File: src/rtl/nibble_serial_adder_if.sv
// Operand/result handshake bundle for nibble_serial_adder.
// in_valid/in_ready and out_valid/out_ready are strict valid/ready: a transfer happens on the rising edge where both are high; the source holds payload stable while valid is high and not yet accepted.
interface nibble_serial_adder_if #(
  parameter int WIDTH = 16
);
  logic             in_valid;
  logic             in_ready;
  logic [WIDTH-1:0] A;
  logic [WIDTH-1:0] B;
  logic             cin;
  logic             out_valid;
  logic             out_ready;
  logic [WIDTH-1:0] S;
  logic             cout;
  logic             ovf;
  logic             prop;

  modport master (
    output in_valid, A, B, cin, out_ready,
    input  in_ready, out_valid, S, cout, ovf, prop
  );

  modport slave (
    input  in_valid, A, B, cin, out_ready,
    output in_ready, out_valid, S, cout, ovf, prop
  );
endinterface

File: src/rtl/nibble_serial_adder.sv
// Multi-word adder that walks a WIDTH-bit operand pair through one 4-bit
// carry-lookahead adder, one nibble per cycle, with a registered nibble carry.
module carrylookahead_adder (
  input  logic [3:0] A,
  input  logic [3:0] B,
  input  logic       cin,
  output logic [3:0] S,
  output logic       cout,
  output logic       p,
  output logic       g
);
  logic [3:0] gi;
  logic [3:0] pi;
  logic [4:0] c;

  assign gi = A & B;
  assign pi = A ^ B;

  assign c[0] = cin;
  assign c[1] = gi[0] | (pi[0] & cin);
  assign c[2] = gi[1] | (pi[1] & gi[0]) | (pi[1] & pi[0] & cin);
  assign c[3] = gi[2] | (pi[2] & gi[1]) | (pi[2] & pi[1] & gi[0])
              | (pi[2] & pi[1] & pi[0] & cin);
  assign c[4] = gi[3] | (pi[3] & gi[2]) | (pi[3] & pi[2] & gi[1])
              | (pi[3] & pi[2] & pi[1] & gi[0])
              | (pi[3] & pi[2] & pi[1] & pi[0] & cin);

  assign S    = pi ^ c[3:0];
  assign cout = c[4];
  assign p    = &pi;
  assign g    = gi[3] | (pi[3] & gi[2]) | (pi[3] & pi[2] & gi[1])
              | (pi[3] & pi[2] & pi[1] & gi[0]);
endmodule

module nibble_serial_adder #(
  parameter int WIDTH = 16
) (
  input  logic                 clk,
  input  logic                 rst_n,
  nibble_serial_adder_if.slave bus,
  output logic [1:0]           state_o
);
  localparam int NIB = WIDTH / 4;
  localparam int IW  = (NIB > 1) ? $clog2(NIB) : 1;
  localparam logic [IW-1:0] LAST = IW'(NIB - 1);

  typedef enum logic [1:0] {
    IDLE = 2'd0,
    RUN  = 2'd1,
    DONE = 2'd2
  } state_t;

  state_t           state_q, state_d;
  logic [WIDTH-1:0] a_q, a_d;
  logic [WIDTH-1:0] b_q, b_d;
  logic [WIDTH-1:0] s_q, s_d;
  logic             carry_q, carry_d;
  logic             cout_q, cout_d;
  logic             ovf_q, ovf_d;
  logic             prop_q, prop_d;
  logic [IW-1:0]    idx_q, idx_d;

  logic [3:0] nib_a, nib_b, cla_s;
  logic       cla_cout, cla_p, cla_g;

  always_comb begin
    nib_a = '0;
    nib_b = '0;
    for (int i = 0; i < NIB; i++) begin
      if (idx_q == IW'(i)) begin
        nib_a = a_q[4*i +: 4];
        nib_b = b_q[4*i +: 4];
      end
    end
  end

  carrylookahead_adder u_cla (
    .A   (nib_a),
    .B   (nib_b),
    .cin (carry_q),
    .S   (cla_s),
    .cout(cla_cout),
    .p   (cla_p),
    .g   (cla_g)
  );

  always_comb begin
    state_d = state_q;
    a_d     = a_q;
    b_d     = b_q;
    s_d     = s_q;
    carry_d = carry_q;
    cout_d  = cout_q;
    ovf_d   = ovf_q;
    prop_d  = prop_q;
    idx_d   = idx_q;
    case (state_q)
      IDLE: begin
        if (bus.in_valid) begin
          a_d     = bus.A;
          b_d     = bus.B;
          carry_d = bus.cin;
          idx_d   = '0;
          prop_d  = 1'b1;
          s_d     = '0;
          state_d = RUN;
        end
      end
      RUN: begin
        for (int i = 0; i < NIB; i++) begin
          if (idx_q == IW'(i)) s_d[4*i +: 4] = cla_s;
        end
        // Group generate/propagate form of the nibble carry (same value as cout).
        carry_d = cla_g | (cla_p & carry_q);
        prop_d  = prop_q & cla_p;
        if (idx_q == LAST) begin
          cout_d  = cla_cout;
          ovf_d   = a_q[WIDTH-1] ^ b_q[WIDTH-1] ^ cla_s[3] ^ cla_cout;
          state_d = DONE;
        end else begin
          idx_d = idx_q + 1'b1;
        end
      end
      DONE: begin
        if (bus.out_ready) state_d = IDLE;
      end
      default: state_d = IDLE;
    endcase
  end

  always_ff @(posedge clk or negedge rst_n) begin
    if (!rst_n) begin
      state_q <= IDLE;
      a_q     <= '0;
      b_q     <= '0;
      s_q     <= '0;
      carry_q <= 1'b0;
      cout_q  <= 1'b0;
      ovf_q   <= 1'b0;
      prop_q  <= 1'b0;
      idx_q   <= '0;
    end else begin
      state_q <= state_d;
      a_q     <= a_d;
      b_q     <= b_d;
      s_q     <= s_d;
      carry_q <= carry_d;
      cout_q  <= cout_d;
      ovf_q   <= ovf_d;
      prop_q  <= prop_d;
      idx_q   <= idx_d;
    end
  end

  assign bus.in_ready  = (state_q == IDLE);
  assign bus.out_valid = (state_q == DONE);
  assign bus.S         = s_q;
  assign bus.cout      = cout_q;
  assign bus.ovf       = ovf_q;
  assign bus.prop      = prop_q;
  assign state_o       = state_q;
endmodule

File: src/flat_wrapper.sv
// flat-port wrapper written by rule: the top's interface ports become plain ports
module nibble_serial_adder_flat 
#(
  parameter int WIDTH = 16
)
  (clk, rst_n, state_o, bus_in_valid, bus_A, bus_B, bus_cin, bus_out_ready, bus_in_ready, bus_out_valid, bus_S, bus_cout, bus_ovf, bus_prop);
  nibble_serial_adder_if #(.WIDTH(WIDTH)) bus_i ();
  input  logic clk;
  input  logic rst_n;
  output logic [1:0] state_o;
  input wire logic [$bits(bus_i.in_valid)-1:0] bus_in_valid;
  input wire logic [$bits(bus_i.A)-1:0] bus_A;
  input wire logic [$bits(bus_i.B)-1:0] bus_B;
  input wire logic [$bits(bus_i.cin)-1:0] bus_cin;
  input wire logic [$bits(bus_i.out_ready)-1:0] bus_out_ready;
  output wire logic [$bits(bus_i.in_ready)-1:0] bus_in_ready;
  output wire logic [$bits(bus_i.out_valid)-1:0] bus_out_valid;
  output wire logic [$bits(bus_i.S)-1:0] bus_S;
  output wire logic [$bits(bus_i.cout)-1:0] bus_cout;
  output wire logic [$bits(bus_i.ovf)-1:0] bus_ovf;
  output wire logic [$bits(bus_i.prop)-1:0] bus_prop;
  assign bus_i.in_valid = bus_in_valid;
  assign bus_i.A = bus_A;
  assign bus_i.B = bus_B;
  assign bus_i.cin = bus_cin;
  assign bus_i.out_ready = bus_out_ready;
  assign bus_in_ready = bus_i.in_ready;
  assign bus_out_valid = bus_i.out_valid;
  assign bus_S = bus_i.S;
  assign bus_cout = bus_i.cout;
  assign bus_ovf = bus_i.ovf;
  assign bus_prop = bus_i.prop;
  nibble_serial_adder #(.WIDTH(WIDTH)) u_core (.clk(clk), .rst_n(rst_n), .bus(bus_i), .state_o(state_o));
endmodule
File: config.mk
export PLATFORM = sky130hd
export DESIGN_NAME = nibble_serial_adder_flat
export DESIGN_NICKNAME = d
export VERILOG_FILES = /design/src/rtl/nibble_serial_adder_if.sv /design/src/rtl/nibble_serial_adder.sv /design/src/flat_wrapper.sv
export SDC_FILE = /design/constraint.sdc
export NUM_CORES = 1
export LEC_CHECK = 0
export CAP_MARGIN = 25
export CORE_MARGIN = 2
export CORE_UTILIZATION = 44
export CTS_CLUSTER_SIZE = 28
export DETAILED_ROUTE_END_ITERATION = 7
export PLACE_DENSITY = 0.72
export SLEW_MARGIN = 15
export SYNTH_ARGS = -nofsm -noshare
export SYNTH_HDL_FRONTEND = slang
export SYNTH_SLANG_ARGS = --single-unit
File: constraint.sdc
create_clock -name clk -period 7.3 [get_ports clk]
set_input_delay 1.825 -clock clk [delete_from_list [all_inputs] [get_ports clk]]
set_output_delay 1.825 -clock clk [all_outputs]
set_load 0.05 [all_outputs]
==> flow_summary.json <==
{
  "syn-mean-instance-area_um2": 12.1,
  "grt_max_degree": 57,
  "final_common_cell": "clkdlybuf4s50_1",
  "cts_resized": 0,
  "rows": 28,
  "clk_latency_ns": 0.30,
  "syn_to_final_growth_pct": 27.0,
  "syn_inst": 222,
  "io_pins": 60,
  "cp.arrival_ns": 1.74,
  "timing.final.crit_share_pct": 48.8,
  "r2r_cells": 10,
  "coreArea_um2": 5920,
  "cts_root_buffer": "clkbuf_8",
  "grt_pass1_vias": 1896,
  "worst_ep_required_time_ns": 5.48,
  "place.gp.congestion": 0.760,
  "end_kind": "primary output",
  "dp_hpwl_um": 3870,
  "layout_common_cells": "58 x clkdlybuf4s50_1, 56 x dfrtp_1, 35 x mux2_2, 23 x nand2_1, 17 x a21oi_1",
  "htreeDepth": 2,
  "fmaxAchievable_mhz": 281,
  "fin_hold_ws_ns": 0.493,
  "clkSlewWorstSetupHoldPaths_ns": 0.09,
  "clock-sinks": 56,
  "yosysTopAreaCell": "dfrtp_1",
  "via_count": 1847,
  "power_density_nw_per_um2": 540,
  "holdPathStages": 2,
  "cts_buffers": 5,
  "synth-compound-area-share_pct": 14.8,
  "setup_viol": 0,
  "leakage_nw": 1.43,
  "die_h_um": 82.0,
  "dieWidth_um": 82.0,
  "start_kind": "flip-flop",
  "period_needed_ns": 3.56,
  "drive_above_1_share_pct": 19.6,
  "cts_hold_buf": 0,
  "grt_overflow": 0,
  "path_class": "reg -> out",
  "grt.total_usage_pct": 17.2,
  "synth_area_leaders": "dfrtp_1 52%, mux2_2 15%, ha_1 3.7%",
  "syn-cell-area_um2": 2680,
  "fp.dieArea_um2": 6730,
  "outcome": "finished clean",
  "grt_setup_unrepaired": "no",
  "maxCapViolCount": 0,
  "synth_top_family_by_area": "multiplexers",
  "final.setup_skew_ns": 0.00600,
  "ys_seq_area_share_pct": 52.3,
  "start_util_pct": 45.3,
  "synthXorXnorAreaFrac_pct": 1.87,
  "synthAdderAreaFrac_pct": 4.48,
  "clockBufferDepth": 2,
  "drt_wl_total_um": 5220,
  "tightest_slew_ns": 0.973,
  "synth-simple-area-share_pct": 7.80,
  "ys_warn_count": 0,
  "ys_ff_latch": 56,
  "synth_top_area_share_pct": 52.3,
  "ys_types": 37,
  "first_iter_violations": 63,
  "port_buffers": 59,
  "final_antenna_net_count": 0,
  "drc": 0,
  "maxSlewViolCount": 0,
  "syn_nets": 268,
  "viasPerCell": 5.28,
  "peakVddDrop_uv": 368,
  "wire_per_inst_um": 14.9,
  "hold_viol": 0,
  "dr.pass1.iters": 4,
  "grt_pass1_wl_um": 8690,
  "final_nets": 322,
  "hp-class": "reg -> reg",
  "cts_tree": "built",
  "n_antenna_cell": 0,
  "synthMuxAreaShare_pct": 15.5,
  "post-cts-setup-buffers": 0,
  "critical_path.max_fanout": 5,
  "finalSetupTns_ns": 0,
  "max-slew-margin-rel_pct": 35.2,
  "antenna_found_initial": 0
}
final timing paths:
path / slack (ns) / start / end
min reg2reg: 0.49 / u_core.bus.ovf$_DFFE_PN0P_ / u_core.bus.ovf$_DFFE_PN0P_
max in group asynchronous: 5.20 / rst_n / u_core.b_q[12]$_DFFE_PN0P_
max: 3.74 / u_core.state_o[0]$_DFFE_PN0P_ / bus_out_valid
min in group asynchronous: 1.64 / rst_n / u_core.bus.S[6]$_DFFE_PN0P_
max reg2reg: 3.92 / u_core.idx_q[0]$_DFFE_PN0P_ / u_core.bus.ovf$_DFFE_PN0P_
min: 0.49 / u_core.bus.ovf$_DFFE_PN0P_ / u_core.bus.ovf$_DFFE_PN0P_
synth_stat cells:
master and number:
nand4_1 1, o211a_1 1, clkbuf_1 5, dfrtp_1 56
nor3_1 1, buf_2 6, nand2_1 23, nand2b_1 2
inv_1 6, nand3b_1 8, a22o_1 3, xor2_1 1
xnor2_1 1, and2_1 2, o31ai_2 1, a21oi_1 17
o21ai_0 12, a32o_1 9, nor2_2 1, buf_1 1
fa_1 1, a211oi_1 3, mux2_2 35, xnor2_2 2
nor2_1 3, a211o_1 1, a21oi_2 2, a21o_2 1
a21o_1 1, mux2_1 2, and2b_2 1, buf_6 1
o21a_1 1, a21oi_4 1, ha_1 8, o221ai_1 1
a21o_4 1
state kept, by name, indices dropped and copies added, names as in the netlist:
register,count
u_core.bus.S,16
u_core.bus.prop,1
u_core.carry_q,1
u_core.idx_q,2
u_core.bus.cout,1
u_core.a_q,16
u_core.state_o,2
u_core.b_q,16
u_core.bus.ovf,1
routing by layer:
metal / track usage [%] / share of wire, %
met4: 4.50 / 1.1
met3: 3.85 / 4.7
met1: 21.5 / 46
met5: 0 / 0
met2: 29.9 / 48
cell type report:
class | count | area [µm²]
Clock buffer | 5 | 68.8
Clock inverter | 1 | 30.0
Fill cell | 514 | 2520
Inverter | 6 | 22.5
Multi-Input combinational cell | 147 | 1190
Sequential cell | 56 | 1400
Tap cell | 75 | 93.8
Timing Repair Buffer | 60 | 593
power breakdown:
part / switching (mW) / total (mW) / leakage (nW) / internal, mW
logic: 0.638 / 1.11 / 0.695 / 0.471
registers: 0.0818 / 0.538 / 0.689 / 0.456
clock network: 0.0916 / 0.190 / 0.0501 / 0.0986
worst max-delay path: stages (launching register included):
cell and delay (ns):
dfrtp_1 0.43, nand2b_1 0.17, inv_1 0.05, clkdlybuf4s50_1 0.79
per-stage QoR:
| step | cell area (µm²) | total power, mW | utilization [%] | worst slack (ns) | std cells |
|---|---|---|---|---|---|
| after floorplan | 2680 | 1.38 | - | 4.15 | 222 |
| after global placement | 3300 | 1.63 | 55.8 | 3.63 | 344 |
| after detailed placement | 3300 | 1.66 | 55.8 | 3.62 | 344 |
| after CTS | 3400 | 1.86 | 57.5 | 3.73 | 350 |
| after global routing | 3400 | 1.98 | 57.5 | 3.63 | 350 |
| final | 3400 | 1.84 | 57.5 | 3.74 | 350 |
logic make-up (layout without fill, tap and decap cells):
logic type	Yosys count	count (layout)
DFF	56	56
AOI/OAI and AO/OA	55	55
and+or+nand+nor	42	42
muxes	37	37
buffers and inverters	19	72
adders and majority gates	9	9
xor gates and xnor gates	4	4
Power figures use the tool's default switching activity.
